`src/rtl/uart_pkg.sv`:
```
// Shared UART definitions: receiver state encoding and bit-timing derivation.
package uart_pkg;

  typedef enum logic [2:0] {
    IDLE    = 3'd0,
    START   = 3'd1,
    DATA    = 3'd2,
    STOP    = 3'd3,
    WAIT_HI = 3'd4
  } rx_state_t;

  // Simulation timing collapses a bit to a single clock.
  function automatic int unsigned bit_cyc_f(input bit test,
                                            input int unsigned clk_freq,
                                            input int unsigned baud);
    return test ? 32'd1 : clk_freq / baud;
  endfunction

  function automatic int unsigned half_f(input int unsigned bit_cyc);
    return bit_cyc / 2;
  endfunction

endpackage

```
`src/rtl/rx_sync.sv`:
```
// Two-flop synchronizer for an asynchronous single-bit input.
module rx_sync #(
  parameter logic RST_VAL = 1'b1
) (
  input  logic clk,
  input  logic rst_n,
  input  logic d,
  output logic q
);

  logic meta;

  always_ff @(posedge clk or negedge rst_n) begin
    if (!rst_n) begin
      meta <= RST_VAL;
      q    <= RST_VAL;
    end else begin
      meta <= d;
      q    <= meta;
    end
  end

endmodule

```
`src/rtl/rx.sv`:
```
// UART receiver: start-edge detect, mid-bit sampling, stop-bit framing check.
// rx_state exposes the FSM state for observation.
module rx
  import uart_pkg::*;
#(
  parameter int          WIDTH    = 8,
  parameter int          stop_bit = 2,
  parameter bit          test     = 1'b0,
  parameter int unsigned CLK_FREQ = 50_000_000,
  parameter int unsigned BAUD     = 115200
) (
  input  logic             rx_clk,
  input  logic             rx_rst_n,
  input  logic             rx_data_in,
  output logic [WIDTH-1:0] rx_data,
  output logic             rx_done,
  output logic             rx_err,
  output rx_state_t        rx_state
);

  localparam int unsigned BIT_CYC = bit_cyc_f(test, CLK_FREQ, BAUD);
  localparam int unsigned HALF    = half_f(BIT_CYC);
  localparam int CNT_W = $clog2(BIT_CYC + 1);
  localparam int IDX_W = $clog2(WIDTH + stop_bit + 1);
  localparam logic [CNT_W-1:0] BIT_CYC_C = CNT_W'(BIT_CYC);
  localparam logic [CNT_W-1:0] HALF_C    = CNT_W'(HALF);
  localparam logic [CNT_W-1:0] CNT_ONE   = CNT_W'(1);
  localparam logic [IDX_W-1:0] IDX_ONE   = IDX_W'(1);
  localparam logic [IDX_W-1:0] LAST_DATA = IDX_W'(WIDTH - 1);
  localparam logic [IDX_W-1:0] LAST_STOP = IDX_W'(WIDTH + stop_bit - 1);

  logic             rxd_s;
  rx_state_t        state, state_n;
  logic [CNT_W-1:0] cnt, cnt_n;
  logic [IDX_W-1:0] idx, idx_n;
  logic [WIDTH-1:0] shreg, shreg_n, data_n;
  logic             done_n, err_n;

  rx_sync #(.RST_VAL(1'b1)) u_sync (
    .clk   (rx_clk),
    .rst_n (rx_rst_n),
    .d     (rx_data_in),
    .q     (rxd_s)
  );

  assign rx_state = state;

  always_ff @(posedge rx_clk or negedge rx_rst_n) begin
    if (!rx_rst_n) begin
      state   <= IDLE;
      cnt     <= '0;
      idx     <= '0;
      shreg   <= '0;
      rx_data <= '0;
      rx_done <= 1'b0;
      rx_err  <= 1'b0;
    end else begin
      state   <= state_n;
      cnt     <= cnt_n;
      idx     <= idx_n;
      shreg   <= shreg_n;
      rx_data <= data_n;
      rx_done <= done_n;
      rx_err  <= err_n;
    end
  end

  // cnt holds cycles elapsed since the previous sample point (or the start edge).
  always_comb begin
    state_n = state;
    cnt_n   = cnt;
    idx_n   = idx;
    shreg_n = shreg;
    data_n  = rx_data;
    done_n  = 1'b0;
    err_n   = 1'b0;
    case (state)
      IDLE: begin
        if (!rxd_s) begin
          cnt_n = CNT_ONE;
          idx_n = '0;
          // With HALF = 0 the start sample is the edge cycle itself.
          state_n = (HALF_C == '0) ? DATA : START;
        end
      end
      START: begin
        if (cnt == HALF_C) begin
          cnt_n   = CNT_ONE;
          state_n = rxd_s ? IDLE : DATA;
        end else begin
          cnt_n = cnt + CNT_ONE;
        end
      end
      DATA: begin
        if (cnt == BIT_CYC_C) begin
          cnt_n   = CNT_ONE;
          shreg_n = {rxd_s, shreg[WIDTH-1:1]};
          idx_n   = idx + IDX_ONE;
          if (idx == LAST_DATA) state_n = STOP;
        end else begin
          cnt_n = cnt + CNT_ONE;
        end
      end
      STOP: begin
        if (cnt == BIT_CYC_C) begin
          cnt_n = CNT_ONE;
          idx_n = idx + IDX_ONE;
          if (!rxd_s) begin
            err_n   = 1'b1;
            state_n = WAIT_HI;
          end else if (idx == LAST_STOP) begin
            done_n  = 1'b1;
            data_n  = shreg;
            state_n = IDLE;
          end
        end else begin
          cnt_n = cnt + CNT_ONE;
        end
      end
      WAIT_HI: begin
        if (rxd_s) state_n = IDLE;
      end
      default: state_n = IDLE;
    endcase
  end

endmodule
```
`config.mk`:
```
export PLATFORM = sky130hd
export DESIGN_NAME = rx
export DESIGN_NICKNAME = d
export VERILOG_FILES = /design/src/rtl/uart_pkg.sv /design/src/rtl/rx_sync.sv /design/src/rtl/rx.sv
export SDC_FILE = /design/constraint.sdc
export NUM_CORES = 1
export LEC_CHECK = 0
export ABC_CLOCK_PERIOD_IN_PS = 5600
export CORE_ASPECT_RATIO = 1.75
export CORE_MARGIN = 1
export CORE_UTILIZATION = 60
export DETAILED_ROUTE_END_ITERATION = 10
export PLACE_DENSITY = 0.88
export SETUP_SLACK_MARGIN = 0.02
export SYNTH_ARGS = -nofsm -noshare
export SYNTH_HDL_FRONTEND = slang
export SYNTH_SLANG_ARGS = --single-unit
```
`constraint.sdc`:
```
create_clock -name rx_clk -period 5.6 [get_ports rx_clk]
set_clock_uncertainty 0.05 [all_clocks]
set_input_delay 1.12 -clock rx_clk [delete_from_list [all_inputs] [get_ports rx_clk]]
set_output_delay 1.12 -clock rx_clk [all_outputs]
set_load 0.01 [all_outputs]
```
After elaboration in Yosys (flattened, before gate mapping)
Index checks and enable logic that the tools add are counted.

Bits in registers: 36. Input bits: 3. Output and inout bits: 13. Logic and storage cells: 60.

Add/sub/neg operators: 2. Eq/ne operators: 16. Muxes and demuxes: 24. Reduce and logical (&&, ||, !) cells: 9.

Operators by type and width (count): $mux 9 (3); $pmux 9 s3 (1); $mux 3 (8); $pmux 3 s5 (1); $ne 2x2->1 const B (5); $add 9x1->9 const B (1); $eq 9x8->1 const B (1); $eq 9x9->1 const B (1); $mux 4 (2); $pmux 4 s2 (1); $mux 1 (7); $reduce_and 7->1 (1); $eq 3x2->1 const B (2); $add 4x1->4 const B (1); $eq 4x3->1 const B (1); $eq 4x4->1 const B (1); $ne 2x1->1 const B (2); $reduce_and 2->1 (2); $reduce_and 4->1 (1); $eq 3x1->1 const B (1); $eq 3x3->1 const B (1); $logic_not 3->1 (1); $ne 3x3->1 const B (1); $reduce_and 3->1 (1); other kinds (4) (4).

Depth between registers and ports, before layout
Depth after elaboration: 5. Mapped depth: 8. Mapped depth without buffers: 7.

By module
From an unflattened synthesis, not the netlist that was laid out.

Cell total of the unflattened synthesis: 159. Area total of the unflattened synthesis: 1770.4 µm².

Modules (own cells, without submodules): rx (instances 1, cells each 157, area an instance 1717.9 µm², seq. area each 850.8 µm²); rx_sync (instances 1, cells each 2, area an instance 52.6 µm², seq. area each 52.6 µm²).

Worst setup path before layout
Ideal clock, no wire load.

Path kind: flip-flop to flip-flop. Start: register cnt[1]. End: register state[0], in the netlist rx_state[0]. Arrival: 1.780 ns. Required time: 5.422 ns. Slack: 3.642 ns. Stages on the path, launching flop included: 8. Buffers on the path: 0. Period minus slack after synthesis: 1.958 ns. Path through: dfrtp_1 > inv_1 > ha_1 > or4b_1 > nor2_2 > o32ai_2 > nor2_1 > mux2_1.

Word-level cells in the longest chain between the ends: 3. Elaborated cells on any way between the ends: 6. Classes of those cells: eq/ne: 5; reduce/logical: 1.

Ends and longest elaborated chain: from (decl) (line rx.sv:34) `logic [CNT_W-1:0] cnt, cnt_n;`; from (signal assigned) (line rx.sv:59) `cnt <= cnt_n;`; $eq 9x9->1 / $eq 9x8->1 (equally long branches) (line rx.sv:95, rx.sv:105, rx.sv:87); $ne 2x2->1 (no line); $reduce_and 7->1 (no line) (*); to (signal assigned) (line rx.sv:58) `state <= state_n;`; to (decl) (line rx.sv:33) `rx_state_t state, state_n;`.

Mark *: on every way between the ends. The rest lies on a longest branch, timed or not. A chain may end at the register's enable or synchronous reset.

Final worst setup path
Start: register state[2], in the netlist rx_state[2]. End: output rx_state[2].

RTL lines: to (decl) (line rx.sv:18) `output rx_state_t rx_state`.

No word-level cell between the ends.

==> summary.md <==
| Metric | Value |
|---|---|
| Fraction of the mapped netlist area in compound gates | 14.7% |
| Area of the core | 0.00275 mm^2 |
| Category of the worst setup path launch point | register |
| Leakage component of the power | 0.949 nW |
| Layout filler cell count | 204 |
| Worst Setup End Kind | output pin |
| Proportion of total power due to net switching | 18.6% |
| FF+latch count, synth | 36 |
| Least-Margin Pin Slew | 0.641 ns |
| Post-Place Worst Slack | 3.18 ns |
| Worst hold-check path type | reg2reg |
| Clk_lat worst skew | 0.29 ns |
| Mean instance size in the synthesized netlist | 10.3 um^2 |
| Synth Net Count | 180 |
| Maximum number of pins on one net before global-route repair | 37 |
| Clock group share of total power | 44.5% |
| Cells resized by post-CTS repair | 0 |
| Highest achievable clock rate | 369 MHz |
| Cts bufs inserted | 5 |
| Wire length of the first global-routing pass | 6.11 mm |
| Final Routed Wirelength | 3.36 mm |
| Vias in the first global route | 1378 |
| Outcome | completed |
| Type of the setup path with the least slack | reg2out |
| Number of H-tree levels | 2 |
| Minimum setup slack in the final design | 2.89 ns |
| Unrepaired setup endpoints after global routing | no |
| P per Cell Area | 240 mW/mm^2 |
| Sequential area share after synthesis | 51.1% |
| Start point of the worst min-delay path | u_sync.meta |
| Final-layout worst hold slack | 0.316 ns |
| Most area-hungry cell type in the Yosys netlist | dfrtp_1 |
| Syn-to-layout area delta | 14.4% |
| Number of cells produced by synthesis | 172 |
| Post-CTS repair timing setup buffer count | 0 |
| Switching power | 0.0000904 W |
| Maximum clock insertion buffer count | 2 |
| Leading cell type by number of instances after synthesis | nand2_1 |
| Most common flop cell mapped by yosys | dfrtp_1 |
| Number of nets in the layout | 198 |
| Critical path buffers and inverters | 1 |
| Worst-path clk slew | 0.06 ns |
| TritonCTS clock tree | built |
| Stage delay of the slowest cell on the critical path | 0.63 ns |
| Data arrival time of the worst path | 1.54 ns |
| Vias | 1329 |
| Count of inserted antenna diode cells | 0 |
| Pins Over Slew Limit | 0 |
| Final Hold Fails | 0 |
| Total track usage | 25.9% |
| Leading cell types by count after synthesis | nand2_1, dfrtp_1, o21ai_0, inv_1, nor2_1 |
| Required time at the worst-slack endpoint | 4.43 ns |
| Number of ports placed on the die boundary | 16 |
| Post-layout minimum cycle time | 2.71 ns |
| Peak ir drop on the vdd network | 0.190 mV |
| Vertical die dimension | 73.8 um |
| Xor/xnor cell area share of the yosys netlist | 0% |
| Half-perimeter wire length after placement | 2.42 mm |
| Initial drt markers | 44 |
| Cell area after technology mapping | 0.00177 mm^2 |
| Mux cell area share after synthesis | 5.10% |
| Dpl cells | 210 |
| Critical path startpoint | rx_state[2] |
| Share of total power in combinational logic | 1.4% |
| Detail-routed via count per cell | 6.10 |
| Share of final-layout standard cells stronger than drive strength 1 | 14.7% |
| Combinational family with the most area after synthesis | simple AND/OR/NAND/NOR gates |
| Startpoint of the lowest-slack register-to-register path | cnt[0] |
| Number of max-capacitance violations reported | 0 |
| Die area | 0.00317 mm^2 |
| Adder-Cell Fraction of Synth Area | 3.54% |
| Clock sink total | 36 |
| Sequential cell area | 903 um^2 |
| Post-route clock period utilization | 48.4% |
| Total Neg Setup Slack | 0 ns |
| Crit-path slowest cell | dfrtp_1 |
| Final RePlAce weighted congestion | 0.889 |
| Cells along the critical path | clkdlybuf4s50_1 |
| Main area contributors after synthesis | dfrtp_1, nand2_1, mux2_2 |
| Final Total Pwr | 0.000485 W |
| Top Family by Delay on Critical Path | flip-flops |
| Area share of and/or/nand/nor cells after synthesis | 21.0% |
| Worst slew margin relative to its limit | 57.3% |
| Internal power summed over all cells | 0.000395 W |
| Total grt overflow | 0 |
| IO buf count | 15 |
| Root Buffer | clkbuf_8 |
| CTS Hold Bufs | 0 |
| Post-DR wirelength/cell | 15.4 um |
| Final std cells w/o fill | 218 |
| Detailed Routing Iterations Pass 1 | 5 |
| Initial antenna violation count | 0 |
| Largest driver fanout on the critical path | 16 |
| Async set-or-reset flop fraction in the synthesized netlist | 100% |
| Combined area of the multi-input logic cells | 785 um^2 |
| Overall die width | 43.0 um |
| Final setup violation count | 0 |
| Number of flops mapped to enable cells by yosys | 0 |
| Core Rows | 25 |
| Sequential Power Share | 54.1% |
| Top-area cell type share of the netlist area | 48.2% |
| Number of remaining DRC errors | 0 |
| Synth cell types | 43 |
| Count of yosys warnings during synthesis | 0 |
| Remaining number of nets flagged by the antenna check after routing | 0 |
| Initial core utilization | 64.2% |
## power by group through the flow
| stage | logic [W] | clock network, W | registers, W |
|---|---|---|---|
| finish | 0.00000689 | 0.000216 | 0.000263 |
| floorplan | 0.00000114 | 0 | 0.000266 |
| CTS | 0.00000739 | 0.000222 | 0.000263 |
| global placement | 0.00000712 | 0 | 0.000267 |
| detailed placement | 0.00000738 | 0 | 0.000267 |
| global route | 0.00000810 | 0.000231 | 0.000263 |
## worst reg2reg max path, delay by kind of cell (launching register included)
family          cells  cell delay (ns)
buf+inv             1             0.09
fa+ha+maj           1             0.16
compound gates      1             0.31
flops               1             0.43
simple gates        3             0.75
mux                 1             0.33
## final cells by class
type / count / share of cell area, %
clock buffers: 6 / 3.59
clock inverters: 2 / 1.73
inverters: 9 / 1.67
multi-input cells: 122 / 38.8
flip-flops and latches: 36 / 44.7
well taps: 27 / 1.67
repair buffers: 16 / 7.80
## kinds of logic (layout without fill, tap and decap cells)
group | Yosys count | count (layout)
mux | 8 | 8
fa+ha+maj | 5 | 5
flops | 36 | 36
buf+inv | 14 | 33
compound gates | 38 | 38
simple gates | 71 | 71
## worst paths after layout
check | endpoint | slack, ns | cells past startpoint
max in group asynchronous | u_sync.meta | 3.96 | 2
min reg2reg | u_sync.q | 0.32 | 0
min | u_sync.q | 0.32 | 0
max reg2reg | rx_state[0] | 3.36 | 7
min in group asynchronous | rx_data[2] | 1.21 | 2
max | rx_state[2] | 2.89 | 1
## cells in the final DEF, fill, tap and decap left out, types with 2 or more instances in the layout
cell type         n
a21o_1            6
a21oi_1           7
a22o_2            2
a31oi_1           3
clkbuf_8          5
clkdlybuf4s50_1  15
dfrtp_1          34
dfstp_2           2
ha_1              5
inv_1             9
mux2_2            7
nand2_1          35
nand3_1           5
nand4_1           3
nor2_1            9
nor3_1            4
nor4b_1           2
o21ai_0          10
or3_1             2
## registers in the layout, indices dropped and copies added, names as in the netlist
register and flops:
rx_state 3, rx_done 1, shreg 8, rx_data 8, cnt 9, idx 4
rx_err 1, u_sync.q 1, u_sync.meta 1
## stage by stage
| stage | instance area (um^2) | utilization [%] |
|---|---|---|
| after floorplan | 1770 | - |
| after global placement | 1910 | 69.5 |
| after detailed placement | 1910 | 69.5 |
| after CTS | 2020 | 73.4 |
| after global routing | 2020 | 73.4 |
| final | 2020 | 73.4 |
## layer usage
layer / vias to the layer above / GRT usage [%] / wire (um)
met5: - / 0 / 0
met4: 0 / 13.5 / 94
met3: 11 / 5.16 / 149
met2: 44 / 46.6 / 1860
met1: 632 / 27.8 / 1260
li1: 642 / - / -
Power figures use the tool's default switching activity.
